### src/rtl/ctrl_pkg.sv
// Shared definitions for the multicycle controller: state codes, opcodes,
// ALU operation codes, datapath select encodings and the control-word decode.
package ctrl_pkg;

  typedef enum logic [4:0] {
    S_FETCH  = 5'd0,
    S_DECODE = 5'd1,
    S_RTYPE  = 5'd2,
    S_RWRITE = 5'd3,
    S_IMM    = 5'd4,
    S_IMM2   = 5'd5,
    S_ADDR   = 5'd6,
    S_LW1    = 5'd7,
    S_LW2    = 5'd8,
    S_SW     = 5'd9,
    S_BEQ    = 5'd10,
    S_BNE    = 5'd11,
    S_JMP    = 5'd12,
    S_JAL1   = 5'd13,
    S_JAL2   = 5'd14,
    S_JR     = 5'd15,
    S_IN     = 5'd16,
    S_OUT    = 5'd17,
    S_HALT   = 5'd18
  } state_t;

  localparam logic [5:0] OPC_RTYPE = 6'd0;
  localparam logic [5:0] OPC_ADDI  = 6'd1;
  localparam logic [5:0] OPC_LW    = 6'd2;
  localparam logic [5:0] OPC_SW    = 6'd3;
  localparam logic [5:0] OPC_ORI   = 6'd4;
  localparam logic [5:0] OPC_ANDI  = 6'd5;
  localparam logic [5:0] OPC_BEQ   = 6'd7;
  localparam logic [5:0] OPC_BNE   = 6'd8;
  localparam logic [5:0] OPC_JMP   = 6'd9;
  localparam logic [5:0] OPC_JAL   = 6'd10;
  localparam logic [5:0] OPC_JR    = 6'd11;
  localparam logic [5:0] OPC_IO    = 6'd12;
  localparam logic [5:0] OPC_HALT  = 6'd15;

  localparam logic [2:0] ALU_AND = 3'b000;
  localparam logic [2:0] ALU_OR  = 3'b001;
  localparam logic [2:0] ALU_ADD = 3'b010;
  localparam logic [2:0] ALU_SUB = 3'b011;

  localparam logic [1:0] SRCB_B   = 2'd0;
  localparam logic [1:0] SRCB_ONE = 2'd1;
  localparam logic [1:0] SRCB_IMM = 2'd2;
  localparam logic [1:0] WB_MDR   = 2'd0;
  localparam logic [1:0] WB_ALU   = 2'd1;
  localparam logic [1:0] WB_IN    = 2'd2;
  localparam logic [1:0] DST_RT   = 2'd0;
  localparam logic [1:0] DST_RD   = 2'd1;
  localparam logic [1:0] DST_RA   = 2'd2;
  localparam logic [1:0] PC_ALU   = 2'd0;
  localparam logic [1:0] PC_JUMP  = 2'd1;

  typedef struct packed {
    logic [2:0] alu_op;
    logic       src_a;
    logic [1:0] src_b;
    logic [1:0] mem_to_reg;
    logic [1:0] reg_dest;
    logic [1:0] pc_src;
    logic       mem_src;
    logic       reg_write;
    logic       mem_read;
    logic       mem_write;
    logic       ir_write;
    logic       pc_write;
    logic       branch_cond;
    logic       output_write;
    logic       halted;
  } ctrl_t;

  // Handshake strobes (FETCH ir/pc write, IN reg write) are set here
  // unconditionally and qualified by the live handshake input at the top.
  function automatic ctrl_t state_ctrl(input state_t s, input logic [2:0] rtype_alu,
                                       input logic [2:0] imm_alu);
    ctrl_t c;
    c = '0;
    case (s)
      S_FETCH:  begin c.mem_read = 1'b1; c.src_b = SRCB_ONE; c.alu_op = ALU_ADD;
                      c.ir_write = 1'b1; c.pc_write = 1'b1; end
      S_DECODE: begin c.src_a = 1'b1; c.alu_op = ALU_ADD; end
      S_RTYPE:  begin c.src_a = 1'b1; c.alu_op = rtype_alu; end
      S_RWRITE: begin c.reg_write = 1'b1; c.mem_to_reg = WB_ALU; c.reg_dest = DST_RD; end
      S_IMM:    begin c.src_a = 1'b1; c.src_b = SRCB_IMM; c.alu_op = imm_alu; end
      S_IMM2:   begin c.reg_write = 1'b1; c.mem_to_reg = WB_ALU; c.reg_dest = DST_RT; end
      S_ADDR:   begin c.src_a = 1'b1; c.src_b = SRCB_IMM; c.alu_op = ALU_ADD; end
      S_SW:     begin c.mem_write = 1'b1; c.mem_src = 1'b1; end
      S_LW1:    begin c.mem_read = 1'b1; c.mem_src = 1'b1; end
      S_LW2:    begin c.reg_write = 1'b1; c.mem_to_reg = WB_MDR; c.reg_dest = DST_RT; end
      S_JAL1:   begin c.src_b = SRCB_ONE; c.alu_op = ALU_ADD; end
      S_JAL2:   begin c.reg_write = 1'b1; c.mem_to_reg = WB_ALU; c.reg_dest = DST_RA;
                      c.pc_write = 1'b1; c.pc_src = PC_JUMP; end
      S_JR:     begin c.src_a = 1'b1; c.alu_op = ALU_ADD; c.pc_write = 1'b1; c.pc_src = PC_ALU; end
      S_JMP:    begin c.pc_write = 1'b1; c.pc_src = PC_JUMP; end
      S_BEQ:    begin c.src_a = 1'b1; c.alu_op = ALU_SUB; c.pc_write = 1'b1; c.branch_cond = 1'b1; end
      S_BNE:    begin c.src_a = 1'b1; c.alu_op = ALU_SUB; c.pc_write = 1'b1; c.branch_cond = 1'b0; end
      S_IN:     begin c.mem_to_reg = WB_IN; c.reg_dest = DST_RD; c.reg_write = 1'b1; end
      S_OUT:    c.output_write = 1'b1;
      S_HALT:   c.halted = 1'b1;
      default:  ;
    endcase
    return c;
  endfunction

endpackage

### src/rtl/ctrl_decode.sv
// Combinational opcode decode: maps the instruction fields to the state that
// follows DECODE, plus the ALU operations picked by the opcode/funct.
module ctrl_decode
  import ctrl_pkg::*;
#(
  parameter int OP_W = 4,
  parameter int FN_W = 3
) (
  input  logic [OP_W-1:0] Opcode,
  input  logic [FN_W-1:0] Funct,
  output state_t          target,
  output logic            is_load,
  output logic [2:0]      imm_alu,
  output logic [2:0]      rtype_alu
);

  logic [5:0] opc;
  assign opc = 6'(Opcode);
  assign rtype_alu = Funct[2:0];

  always_comb begin
    target  = S_HALT;
    is_load = 1'b0;
    imm_alu = ALU_ADD;
    case (opc)
      OPC_RTYPE: target = S_RTYPE;
      OPC_ADDI:  target = S_IMM;
      OPC_ORI:   begin target = S_IMM; imm_alu = ALU_OR; end
      OPC_ANDI:  begin target = S_IMM; imm_alu = ALU_AND; end
      OPC_LW:    begin target = S_ADDR; is_load = 1'b1; end
      OPC_SW:    target = S_ADDR;
      OPC_BEQ:   target = S_BEQ;
      OPC_BNE:   target = S_BNE;
      OPC_JMP:   target = S_JMP;
      OPC_JAL:   target = S_JAL1;
      OPC_JR:    target = S_JR;
      OPC_IO:    target = Funct[0] ? S_IN : S_OUT;
      OPC_HALT:  target = S_HALT;
      default:   target = S_HALT;
    endcase
  end

endmodule

### src/rtl/multicycle_ctrl.sv
// Multicycle CPU control FSM. The control word is registered alongside the
// state, so outputs are a pure function of the current state.
module multicycle_ctrl
  import ctrl_pkg::*;
#(
  parameter int OP_W = 4,
  parameter int FN_W = 3
) (
  input  logic            CLK,
  input  logic            Reset_n,
  input  logic [OP_W-1:0] Opcode,
  input  logic [FN_W-1:0] Funct,
  input  logic            MemReady,
  input  logic            InValid,
  input  logic            OutReady,
  output logic [2:0]      ALUOp,
  output logic            SrcA,
  output logic [1:0]      SrcB,
  output logic [1:0]      MemtoReg,
  output logic [1:0]      RegDest,
  output logic [1:0]      PCSrc,
  output logic            MemSrc,
  output logic            RegWrite,
  output logic            MemRead,
  output logic            MemWrite,
  output logic            IRWrite,
  output logic            PCWrite,
  output logic            BranchCond,
  output logic            OutputWrite,
  output logic            Halted,
  output logic [4:0]      State
);

  state_t     state, state_next;
  logic       running;
  ctrl_t      ctrl;
  state_t     dec_target;
  logic       dec_is_load;
  logic [2:0] dec_imm_alu, dec_rtype_alu;

  ctrl_decode #(.OP_W(OP_W), .FN_W(FN_W)) u_decode (
    .Opcode    (Opcode),
    .Funct     (Funct),
    .target    (dec_target),
    .is_load   (dec_is_load),
    .imm_alu   (dec_imm_alu),
    .rtype_alu (dec_rtype_alu)
  );

  // The first edge after reset only activates FETCH; it does not advance it.
  always_comb begin
    state_next = state;
    if (!running) begin
      state_next = S_FETCH;
    end else begin
      case (state)
        S_FETCH:  if (MemReady) state_next = S_DECODE;
        S_DECODE: state_next = dec_target;
        S_RTYPE:  state_next = S_RWRITE;
        S_IMM:    state_next = S_IMM2;
        S_ADDR:   state_next = dec_is_load ? S_LW1 : S_SW;
        S_LW1:    if (MemReady) state_next = S_LW2;
        S_SW:     if (MemReady) state_next = S_FETCH;
        S_JAL1:   state_next = S_JAL2;
        S_IN:     if (InValid) state_next = S_FETCH;
        S_OUT:    if (OutReady) state_next = S_FETCH;
        S_HALT:   state_next = S_HALT;
        default:  state_next = S_FETCH;
      endcase
    end
  end

  always_ff @(posedge CLK or negedge Reset_n) begin
    if (!Reset_n) begin
      state   <= S_FETCH;
      running <= 1'b0;
      ctrl    <= '0;
    end else begin
      state   <= state_next;
      running <= 1'b1;
      ctrl    <= state_ctrl(state_next, dec_rtype_alu, dec_imm_alu);
    end
  end

  // ir_write is only set in FETCH and WB_IN only in IN, so they identify the handshake states.
  assign IRWrite     = ctrl.ir_write & MemReady;
  assign PCWrite     = ctrl.pc_write & (ctrl.ir_write ? MemReady : 1'b1);
  assign RegWrite    = ctrl.reg_write & ((ctrl.mem_to_reg == WB_IN) ? InValid : 1'b1);
  assign ALUOp       = ctrl.alu_op;
  assign SrcA        = ctrl.src_a;
  assign SrcB        = ctrl.src_b;
  assign MemtoReg    = ctrl.mem_to_reg;
  assign RegDest     = ctrl.reg_dest;
  assign PCSrc       = ctrl.pc_src;
  assign MemSrc      = ctrl.mem_src;
  assign MemRead     = ctrl.mem_read;
  assign MemWrite    = ctrl.mem_write;
  assign BranchCond  = ctrl.branch_cond;
  assign OutputWrite = ctrl.output_write;
  assign Halted      = ctrl.halted;
  assign State       = state;

endmodule

### config.mk
export PLATFORM = sky130hd
export DESIGN_NAME = multicycle_ctrl
export DESIGN_NICKNAME = d
export VERILOG_FILES = /design/src/rtl/ctrl_pkg.sv /design/src/rtl/ctrl_decode.sv /design/src/rtl/multicycle_ctrl.sv
export SDC_FILE = /design/constraint.sdc
export NUM_CORES = 1
export LEC_CHECK = 0
export CAP_MARGIN = 20
export CELL_PAD_IN_SITES_DETAIL_PLACEMENT = 1
export CELL_PAD_IN_SITES_GLOBAL_PLACEMENT = 2
export CORE_UTILIZATION = 26
export DETAILED_ROUTE_END_ITERATION = 8
export PLACE_DENSITY_LB_ADDON = 0.05
export SETUP_SLACK_MARGIN = 0.3
export SLEW_MARGIN = 15
export SYNTH_ARGS = -nofsm -noshare
export SYNTH_HDL_FRONTEND = slang
export SYNTH_SLANG_ARGS = --single-unit
### constraint.sdc
create_clock -name CLK -period 2.3 [get_ports CLK]
set_input_delay 0.345 -clock CLK [delete_from_list [all_inputs] [get_ports CLK]]
set_output_delay 0.345 -clock CLK [all_outputs]
set_load 0.02 [all_outputs]
==> qor.yml <==
status: "completed"
dr.pass1.iters: 5
crit_path_end: "ctrl[7]"
start_util: 0.270
drive_above_1_share: 0.399
yosysTopAreaCellShare: 0.410
antenna_found_initial: 0
cts_sinks: 26
root_buffer: "clkbuf_8"
globalRouteMet1Util: 0.244
wirelength_um: 5510
r2r_slack_ps: 110
fin_area_um2: 2580
synth.avg_cell_area_um2: 8.86
vias: 1650
grt_pass1_wl_um: 8690
synthSimpleGateAreaFrac: 0.232
yosys_most_used_dff: "dfrtp_1"
setup_viol: 0
ant_nets: 0
ys_top_cells_by_area: "dfrtp_1 41%, buf_4 5.2%, nor3_1 3.5%"
syn2layout_area_growth_pct: 62.5
critPathKind: "register to register"
nets: 261
worstPathArrival_ps: 2380
worstSetupEndpointType: "register"
power_leakage_nw: 1.14
synth_adder_area_share: 0
layout_min_cycle_time_ps: 2190
grtUsageMet3: 0.0261
synth_edf_count: 0
hp-class: "input port to asynchronous set/reset pin"
cts.htree.levels: 1
ir_drop_uv: 329
ys_seq_area_frac: 0.410
synth_cells: 179
min_period_over_period: 0.952
gr-max-usage-layer: "met2"
drcViolationCount: 0
grt_max_degree: 27
dp_hpwl_um: 3870
diodes: 0
required_ps: 2490
worstSetupStartpoint: "State[0]"
wl_per_cell_um: 17.1
crit_path_start_kind: "register"
grt_overflow: 0
timing.fmax_mhz: 457
instances_no_fill: 323
yosysWarnings: 0
r2r.worst_path.cells: 8
ioPinCount: 38
clockBufferDepth: 2
vias_per_cell: 5.11
rsz0062_at_grt: "true"
synth_top_family_by_area: "simple AND/OR/NAND/NOR gates"
placed_area_um2: 2220
globalplace.congestion: 0.793
first_global_vias: 1673
core_um2: 5890
cts_tree: "built"
powerDensity_nw_per_um2: 784
synth_nets: 191
use_met2: 0.299
dp.cells: 303
mostFrequentLayoutCells: "43 x buf_4, 29 x clkdlybuf4s50_1, 21 x dfrtp_1"
die_h_um: 80.1
drv_slew: 0
synth_top_cell_by_area: "dfrtp_1"
yosysUniqueCellTypes: 54
grt_usage: 0.180
clock_skew_ps: 6.38
r2r-end: "ctrl[7]"
clk_latency_ps: 270
mostFrequentLayoutCell: "buf_4"
yosys-mux-area-fraction: 0.00631
die_w_um: 80.1
crit_fanout: 5
async_reset_ff_frac: 1.00
maxCapViolations: 0
synth_compound_area_frac: 0.224
die_area_um2: 6420
reg2reg_from: "State[0]"
row_count: 28
hold_violations: 0
synth_area_um2: 1590
ys_seq_elements: 26
drtIter0Drc: 72
clk_pin_slew_ps: 100
port_buffers: 36
cts_made_buffers: 3
synth-xor-area-share: 0.00552
## state kept, by name, summed over array words and instances (netlist names)
register	cells
running	1
SrcB	2
RegDest	2
MemWrite	1
State	5
Halted	1
ctrl	3
ALUOp	3
MemtoReg	2
BranchCond	1
SrcA	1
MemSrc	1
OutputWrite	1
MemRead	1
PCSrc	1
## stage by stage
stage                     hold WS [ps]  worst slack [ps]  setup TNS, ps   util  power [mW]
after floorplan                   49.4              77.3              0      -        1.11
after global routing               458              60.8              0  0.438        2.13
after detailed placement           686              -357          -3310  0.377        1.44
after global placement             655              -284          -2600  0.377        1.42
final                              441               110              0  0.438        2.02
after CTS                          453               133              0  0.416        1.92
## per-layer routing
layer,up-vias,part of all wire
li1,769,-
met1,816,0.44
met2,53,0.49
met3,12,0.044
met4,0,0.026
met5,-,0
## layout make-up
| class | count | area, µm² |
|---|---|---|
| clock inverters | 1 | 30.0 |
| repair buffers | 89 | 778 |
| fillers | 678 | 3310 |
| well taps | 75 | 93.8 |
| multi-input cells | 119 | 941 |
| clock buffers | 3 | 41.3 |
| inverters | 10 | 37.5 |
| flip-flops and latches | 26 | 657 |
## critical path: stages (launching register included)
cell     delay (ps)
dfrtp_2         420
buf_6           140
nor3b_4         160
a21oi_2         140
o22ai_2         110
or3_4           380
or4_4           500
o31a_1          130
a41oi_2         140
## cell usage after synthesis (4+ instances only)
library cell	n
dfrtp_1	26
nor2_1	14
buf_4	11
nand2_1	11
nor3_1	11
inv_1	9
a21oi_1	8
buf_2	8
nand2b_1	5
nand3_1	5
o21ai_0	5
clkbuf_1	4
o221ai_1	4
## power by group
part / leakage (nW) / switching (mW) / total, mW / internal [mW]
Combinational: 0.776 / 0.553 / 1.08 / 0.527
Clock: 0.0357 / 0.149 / 0.382 / 0.233
Sequential: 0.332 / 0.0403 / 0.560 / 0.519
Total: 1.14 / 0.742 / 2.02 / 1.28
## how the worst min path moves through the flow
stage	from	cells after the start	slack, ps	end
5_1_grt	Reset_n	2	460	RegDest[1]
4_1_cts	Reset_n	2	450	PCSrc[0]
2_1_floorplan	Reset_n	0	50	ALUOp[0]
3_3_place_gp	running	2	650	OutputWrite
6_report	Reset_n	2	440	RegDest[1]
3_5_place_dp	running	2	690	OutputWrite
## logic make-up (layout without fill, tap and decap cells)
group	Yosys count	count (layout)
AO/OA/AOI/OAI	48	48
XOR/XNOR	1	1
buffers and inverters	34	103
flip-flops	26	26
multiplexers	1	1
other	2	2
AND/OR/NAND/NOR	67	67
## timing repair
item / CTS / global route
setup buffers: 10 / 5
hold buffers: 0 / 0
gates resized for setup: 28 / 19
endpoints found under the setup margin: 22 / 21
gates cloned: 0 / 1
pin swaps: 9 / 10
endpoints found under the hold margin: 0 / 0
No activity file was read; power rests on OpenSTA's default activity.
==> patch 1, RTL diff (config.mk and constraints unchanged) <==
`OP_W` is set to 4 in 2 places; all go to 5.
--- a/src/rtl/ctrl_decode.sv
+++ b/src/rtl/ctrl_decode.sv
@@ -3,7 +3,7 @@
 module ctrl_decode
   import ctrl_pkg::*;
 #(
-  parameter int OP_W = 4,
+  parameter int OP_W = 5,
   parameter int FN_W = 3
 ) (
   input  logic [OP_W-1:0] Opcode,
--- a/src/rtl/multicycle_ctrl.sv
+++ b/src/rtl/multicycle_ctrl.sv
@@ -3,7 +3,7 @@
 module multicycle_ctrl
   import ctrl_pkg::*;
 #(
-  parameter int OP_W = 4,
+  parameter int OP_W = 5,
   parameter int FN_W = 3
 ) (
   input  logic            CLK,
Ports: changed (resized Opcode); port bits go from 38 to 39. No check against the original RTL was run, so the function may have changed too.
==> patch 1 against the original RTL <==
Via count grew 7.3%; global-route usage grew 1.1 points; design area grew 14%; wire length grew 9.8%; synthesized area grew 3.9%; sequential power shrank 4.1%; synthesized cell count grew 2.2%; core utilization grew 5.0 points; sequential cell count is the same; power shrank 8.5%; setup slack lost 0.11 ns; non-clock buffer count grew 20; critical path type unchanged; largest power group unchanged; highest routed layer unchanged.
==> patch 1: results (changes against the original RTL) <==
| Metric | Value |
|---|---|
| Initial antenna violation count | `0 (unchanged)` |
| Nets@finish | `289 (+11%)` |
| First-iteration detailed-routing DRC count | `22 (-69%)` |
| Top cells by count, synth | `dfrtp_1, buf_4, nor2_1` |
| Placed Cells | `326 (+7.6%)` |
| Placer Congestion | `0.851 (+7.4%)` |
| Number of flip-flops in the largest register | `5 (unchanged)` |
| First-pass GRT wire length | `9.62 mm (+11%)` |
| Skew-Pair Late Insertion Delay | `0.27 ns (about the same)` |
| Worst Hold Class | `in -> async` |
| Crit path DAT | `2.44 ns (+0.06 ns)` |
| TritonCTS buffer count | `3 (unchanged)` |
| H-Tree Level Count | `1 (unchanged)` |
| Final HPWL DP | `4.38 mm (+13%)` |
| Clock skew | `0.00299 ns (-0.00339 ns)` |
| Pre-Repair DR Iteration Count | `4 (-1)` |
| Primary FF master, synth | `dfrtp_1` |
| CTS root buf | `clkbuf_8` |
| Total GRT Usage | `19.1% (+1.1 points)` |
| Seq/Total Area, Yosys | `39.5% (-1.6 points)` |
| Vias per cell | `5.06 (-0.95%)` |
| Crit path max fanout | `9 (+4)` |
| Clock tree buffer depth | `2 (unchanged)` |
| Largest net degree at the start of global routing | `27 (unchanged)` |
| WL final | `6.05 mm (+9.8%)` |
| Outcome | `finished clean` |
| Mapped Nets | `196 (+2.6%)` |
| EDFF count, synth | `0 (unchanged)` |
| Global route overflow | `0 (unchanged)` |
| Leakage | `1.24 nW (+8.0%)` |
| Vias | `1771 (+7.3%)` |
| Synth Instances | `183 (+2.2%)` |
| Unique cell type count in the Yosys netlist | `54 (unchanged)` |
| CTS clk-pin slew, worst paths | `0.09 ns` |
| Antenna Diode Count | `0 (unchanged)` |
| Syn. warnings | `0 (unchanged)` |
| Async SR Flop Fraction | `100% (unchanged)` |
| Number of global-route vias before repair | `1888 (+13%)` |
| Synth area leaders | `dfrtp_1, buf_4, a21oi_1` |
| VDD IR max | `0.397 mV (+21%)` |
| Setup_tns | `0 ns (unchanged)` |
| PortBufs | `37 (+2.8%)` |
| Share of cells above drive strength 1 | `51.6% (+12 points)` |
## patch 1: cell families (layout without fill, tap and decap cells)
family | after synthesis | after routing | synth area share [%]
and+or+nand+nor | 74 | 74 | 26.6
AOI/OAI and AO/OA | 51 | 51 | 22.8
other | 2 | 2 | 0.455
DFF | 26 | 26 | 39.5
buffers and inverters | 30 | 122 | 10.6
## patch 1: area by class of cell
type / count / area, um^2
clock buffer: 3 / 41.3
clock inverter: 1 / 30.0
fill: 666 / 3090
inverter: 9 / 33.8
multi-input combinational: 127 / 1100
sequential: 26 / 657
tap: 75 / 93.8
timing repair buffer: 109 / 980
## patch 1: final timing paths
check	start	endpoint	slack (ns)	depth (start not counted)
setup / recovery	State[1]	SrcA	0.003	9
hold reg to reg	running	SrcB[0]	0.72	2
hold / removal	Reset_n	running	0.43	2
min in group CLK	Funct[2]	ALUOp[2]	0.65	2
setup reg to reg	State[1]	SrcA	0.003	9
max in group asynchronous	Reset_n	State[3]	1.59	2
## patch 1: per-layer routing
| layer | global-route usage [%] | routed length (um) | up-vias | part of all wire (%) |
|---|---|---|---|---|
| met1 | 24.6 | 2700 | 895 | 45 |
| met3 | 2.78 | 148 | 4 | 2.4 |
| li1 | - | - | 837 | - |
| met5 | 0 | 0 | - | 0 |
| met2 | 33.8 | 3170 | 35 | 52 |
| met4 | 4.04 | 38 | 0 | 0.63 |
## patch 1: repair_timing
action | 4_1_cts | 5_1_grt
setup endpoints to repair | 25 | 24
buffers inserted | 15 | 5
resized for setup | 58 | 27
pin swaps | 13 | 14
## patch 1: per-stage QoR
stage	setup slack, ns	power [mW]	cell area, um^2
2_1_floorplan	0.0370	0.935	1730
3_3_place_gp	-0.255	1.24	2430
3_5_place_dp	-0.320	1.26	2430
4_1_cts	0.00207	1.79	2810
5_1_grt	-0.105	1.95	2940
6_report	0.00313	1.85	2940
## patch 1: critical path, stage by stage (launching register included)
cell,delay (ns)
dfrtp_2,0.44
buf_12,0.14
or3_1,0.33
a32o_1,0.22
a211o_4,0.30
buf_4,0.16
nand2_2,0.07
nor2_1,0.05
a2111oi_2,0.33
a21oi_1,0.11
## patch 1: power by group
group / switching [mW] / total (mW) / internal [mW]
logic: 0.480 / 0.935 / 0.455
clock network: 0.146 / 0.378 / 0.233
registers: 0.0294 / 0.537 / 0.507
==> patch 2, RTL diff (same settings) <==
Made on the original files. Make the reset (`Reset_n`) synchronous in one clocked block.
--- a/src/rtl/multicycle_ctrl.sv
+++ b/src/rtl/multicycle_ctrl.sv
@@ -70,7 +70,7 @@
     end
   end
 
-  always_ff @(posedge CLK or negedge Reset_n) begin
+  always_ff @(posedge CLK) begin
     if (!Reset_n) begin
       state   <= S_FETCH;
       running <= 1'b0;
Behaviour: differs if Reset_n is asserted again (counterexample within 4 cycles, from zero or initial values and one cycle with Reset_n low); with Reset_n held inactive, the same outputs for 10 cycles.
==> patch 2 against the original RTL <==
Wire length is 2.5% higher; via count rose by 3.2%; synthesized area shrank 1.6%; setup slack improved by 0.11 ns; design area rose by 1.8%; sequential cell count unchanged; sequential share of layout area decreased by 5.0 points.
Power is not compared: it rests on default switching activity, and its combinational part moved more than twofold at a synthesized area within 25%.
==> patch 2: results (changes against the original RTL) <==
| Metric | Value |
|---|---|
| Outcome | `finished clean` |
| Routed length per placed instance | `16.9 um (-1.2%)` |
| Vias per cell | `5.08 (-0.54%)` |
| CTS root buf | `clkbuf_8` |
| Crit path max fanout | `5 (unchanged)` |
| Async SR Flop Fraction | `0% (-100 points)` |
| First-iteration detailed-routing DRC count | `50 (-31%)` |
| Crit path DAT | `2.28 ns (-0.10 ns)` |
| Clock skew | `0.00183 ns (-0.00455 ns)` |
| Post-CTS Hold Fix Bufs | `0 (unchanged)` |
| Initial antenna violation count | `0 (unchanged)` |
| Mapped Nets | `191 (unchanged)` |
| Antenna Diode Count | `0 (unchanged)` |
| CTS clk-pin slew, worst paths | `0.08 ns (-0.02 ns)` |
| Worst Hold Class | `in -> reg` |
| Clock tree buffer depth | `2 (unchanged)` |
| Leakage | `1.04 nW` |
| Top cells by count, synth | `dfxtp_1, nor2_1, buf_4` |
| Synth area leaders | `dfxtp_1, buf_4, nor2_1` |
| Skew-Pair Late Insertion Delay | `0.27 ns (about the same)` |
| Seq/Total Area, Yosys | `33.3% (-7.7 points)` |
| First-pass GRT wire length | `8.99 mm (+3.5%)` |
| Pre-Repair DR Iteration Count | `4 (-1)` |
| Syn. warnings | `0 (unchanged)` |
| Pre-CTS setup slack | `-0.388 ns (-0.0318 ns)` |
| H-Tree Level Count | `1 (unchanged)` |
| Nets@finish | `276 (+5.7%)` |
| Share of cells above drive strength 1 | `44.5% (+4.6 points)` |
| TritonCTS buffer count | `3 (unchanged)` |
| Final HPWL DP | `4.24 mm (+9.6%)` |
| PortBufs | `36 (unchanged)` |
| Largest net degree at the start of global routing | `16 (-41%)` |
| VDD IR max | `0.320 mV` |
| Unique cell type count in the Yosys netlist | `58 (+7.4%)` |
| Total GRT Usage | `18.8% (+0.83 points)` |
| Placer Congestion | `0.827 (+4.4%)` |
| Number of flip-flops in the largest register | `5 (unchanged)` |
| Sw Pwr | `302 uW` |
## patch 2: cell count changes after synthesis, sizes merged, moves of 4 or more
cell / change
inv: -4
dfrtp: -26
buf: -4
nor2: +9
nand2: -5
o221ai: -4
a211oi: +4
dfxtp: +26
## patch 2: worst paths after layout
kind	start	cells past startpoint	slack [ns]	end
worst min-delay path	Funct[2]	2	0.64	ALUOp[2]
worst max-delay path	State[2]	8	0.22	ALUOp[1]
worst min register to register	running	2	0.69	SrcB[0]
worst max register to register	State[2]	8	0.22	ALUOp[1]
## patch 2: worst max-delay path: stages (launching register included)
cell and delay, ns:
dfxtp_4 0.37, or3_1 0.36, a32o_2 0.25, a221oi_4 0.25, o211ai_1 0.16, buf_4 0.18, and4bb_1 0.25, a21oi_1 0.04
a41oi_1 0.14
## patch 2: kinds of logic (layout without fill, tap and decap cells)
group	Yosys count	in the layout	synth area share (%)
buffers and inverters	23	107	9.29
AOI/OAI and AO/OA	48	48	26.5
other	1	1	0.240
xor gates and xnor gates	1	1	0.561
DFF	26	26	33.3
and+or+nand+nor	79	79	29.4
muxes	1	1	0.641
## patch 2: layout make-up
class	instances	area, um^2
Clock inverter	1	3.75
Inverter	6	22.5
Fill cell	649	3020
Clock buffer	3	41.3
Timing Repair Buffer	97	838
Sequential cell	26	537
Multi-Input combinational cell	130	1090
Tap cell	72	90.1
## patch 2: per-stage QoR
step / util [%] / total power [mW] / hold slack [ns] / cells / area, um^2
2_1_floorplan: - / 0.620 / 0.373 / 179 / 1640
4_1_cts: 44.7 / 1.03 / 0.634 / 331 / 2520
6_report: 46.5 / 1.04 / 0.638 / 335 / 2630
5_1_grt: 46.5 / 1.09 / 0.654 / 335 / 2630
3_5_place_dp: 40.0 / 0.738 / 0.683 / 310 / 2260
3_3_place_gp: 40.0 / 0.735 / 0.676 / 310 / 2260
## patch 2: layer usage
| metal | up-vias | track usage [%] | share of wire [%] |
|---|---|---|---|
| met5 | - | 0 | 0 |
| met3 | 5 | 3.09 | 3.1 |
| met4 | 0 | 3.82 | 0.51 |
| li1 | 827 | - | - |
| met2 | 35 | 30.9 | 49 |
| met1 | 835 | 25.6 | 47 |
## patch 2: repair_timing
| action | in CTS | in global routing |
|---|---|---|
| hold endpoints to repair | 0 | 0 |
| setup endpoints to repair | 22 | 17 |
| pin swaps | 23 | 16 |
| resized for setup | 34 | 22 |
| buffers inserted | 17 | 4 |
## patch 2: power by group through the flow
| stage | clock network [mW] | logic, mW | registers [mW] |
|---|---|---|---|
| 2_1_floorplan | 0 | 0.139 | 0.481 |
| 3_3_place_gp | 0 | 0.253 | 0.483 |
| 3_5_place_dp | 0 | 0.255 | 0.483 |
| 4_1_cts | 0.272 | 0.288 | 0.471 |
| 5_1_grt | 0.290 | 0.329 | 0.472 |
| 6_report | 0.258 | 0.307 | 0.470 |
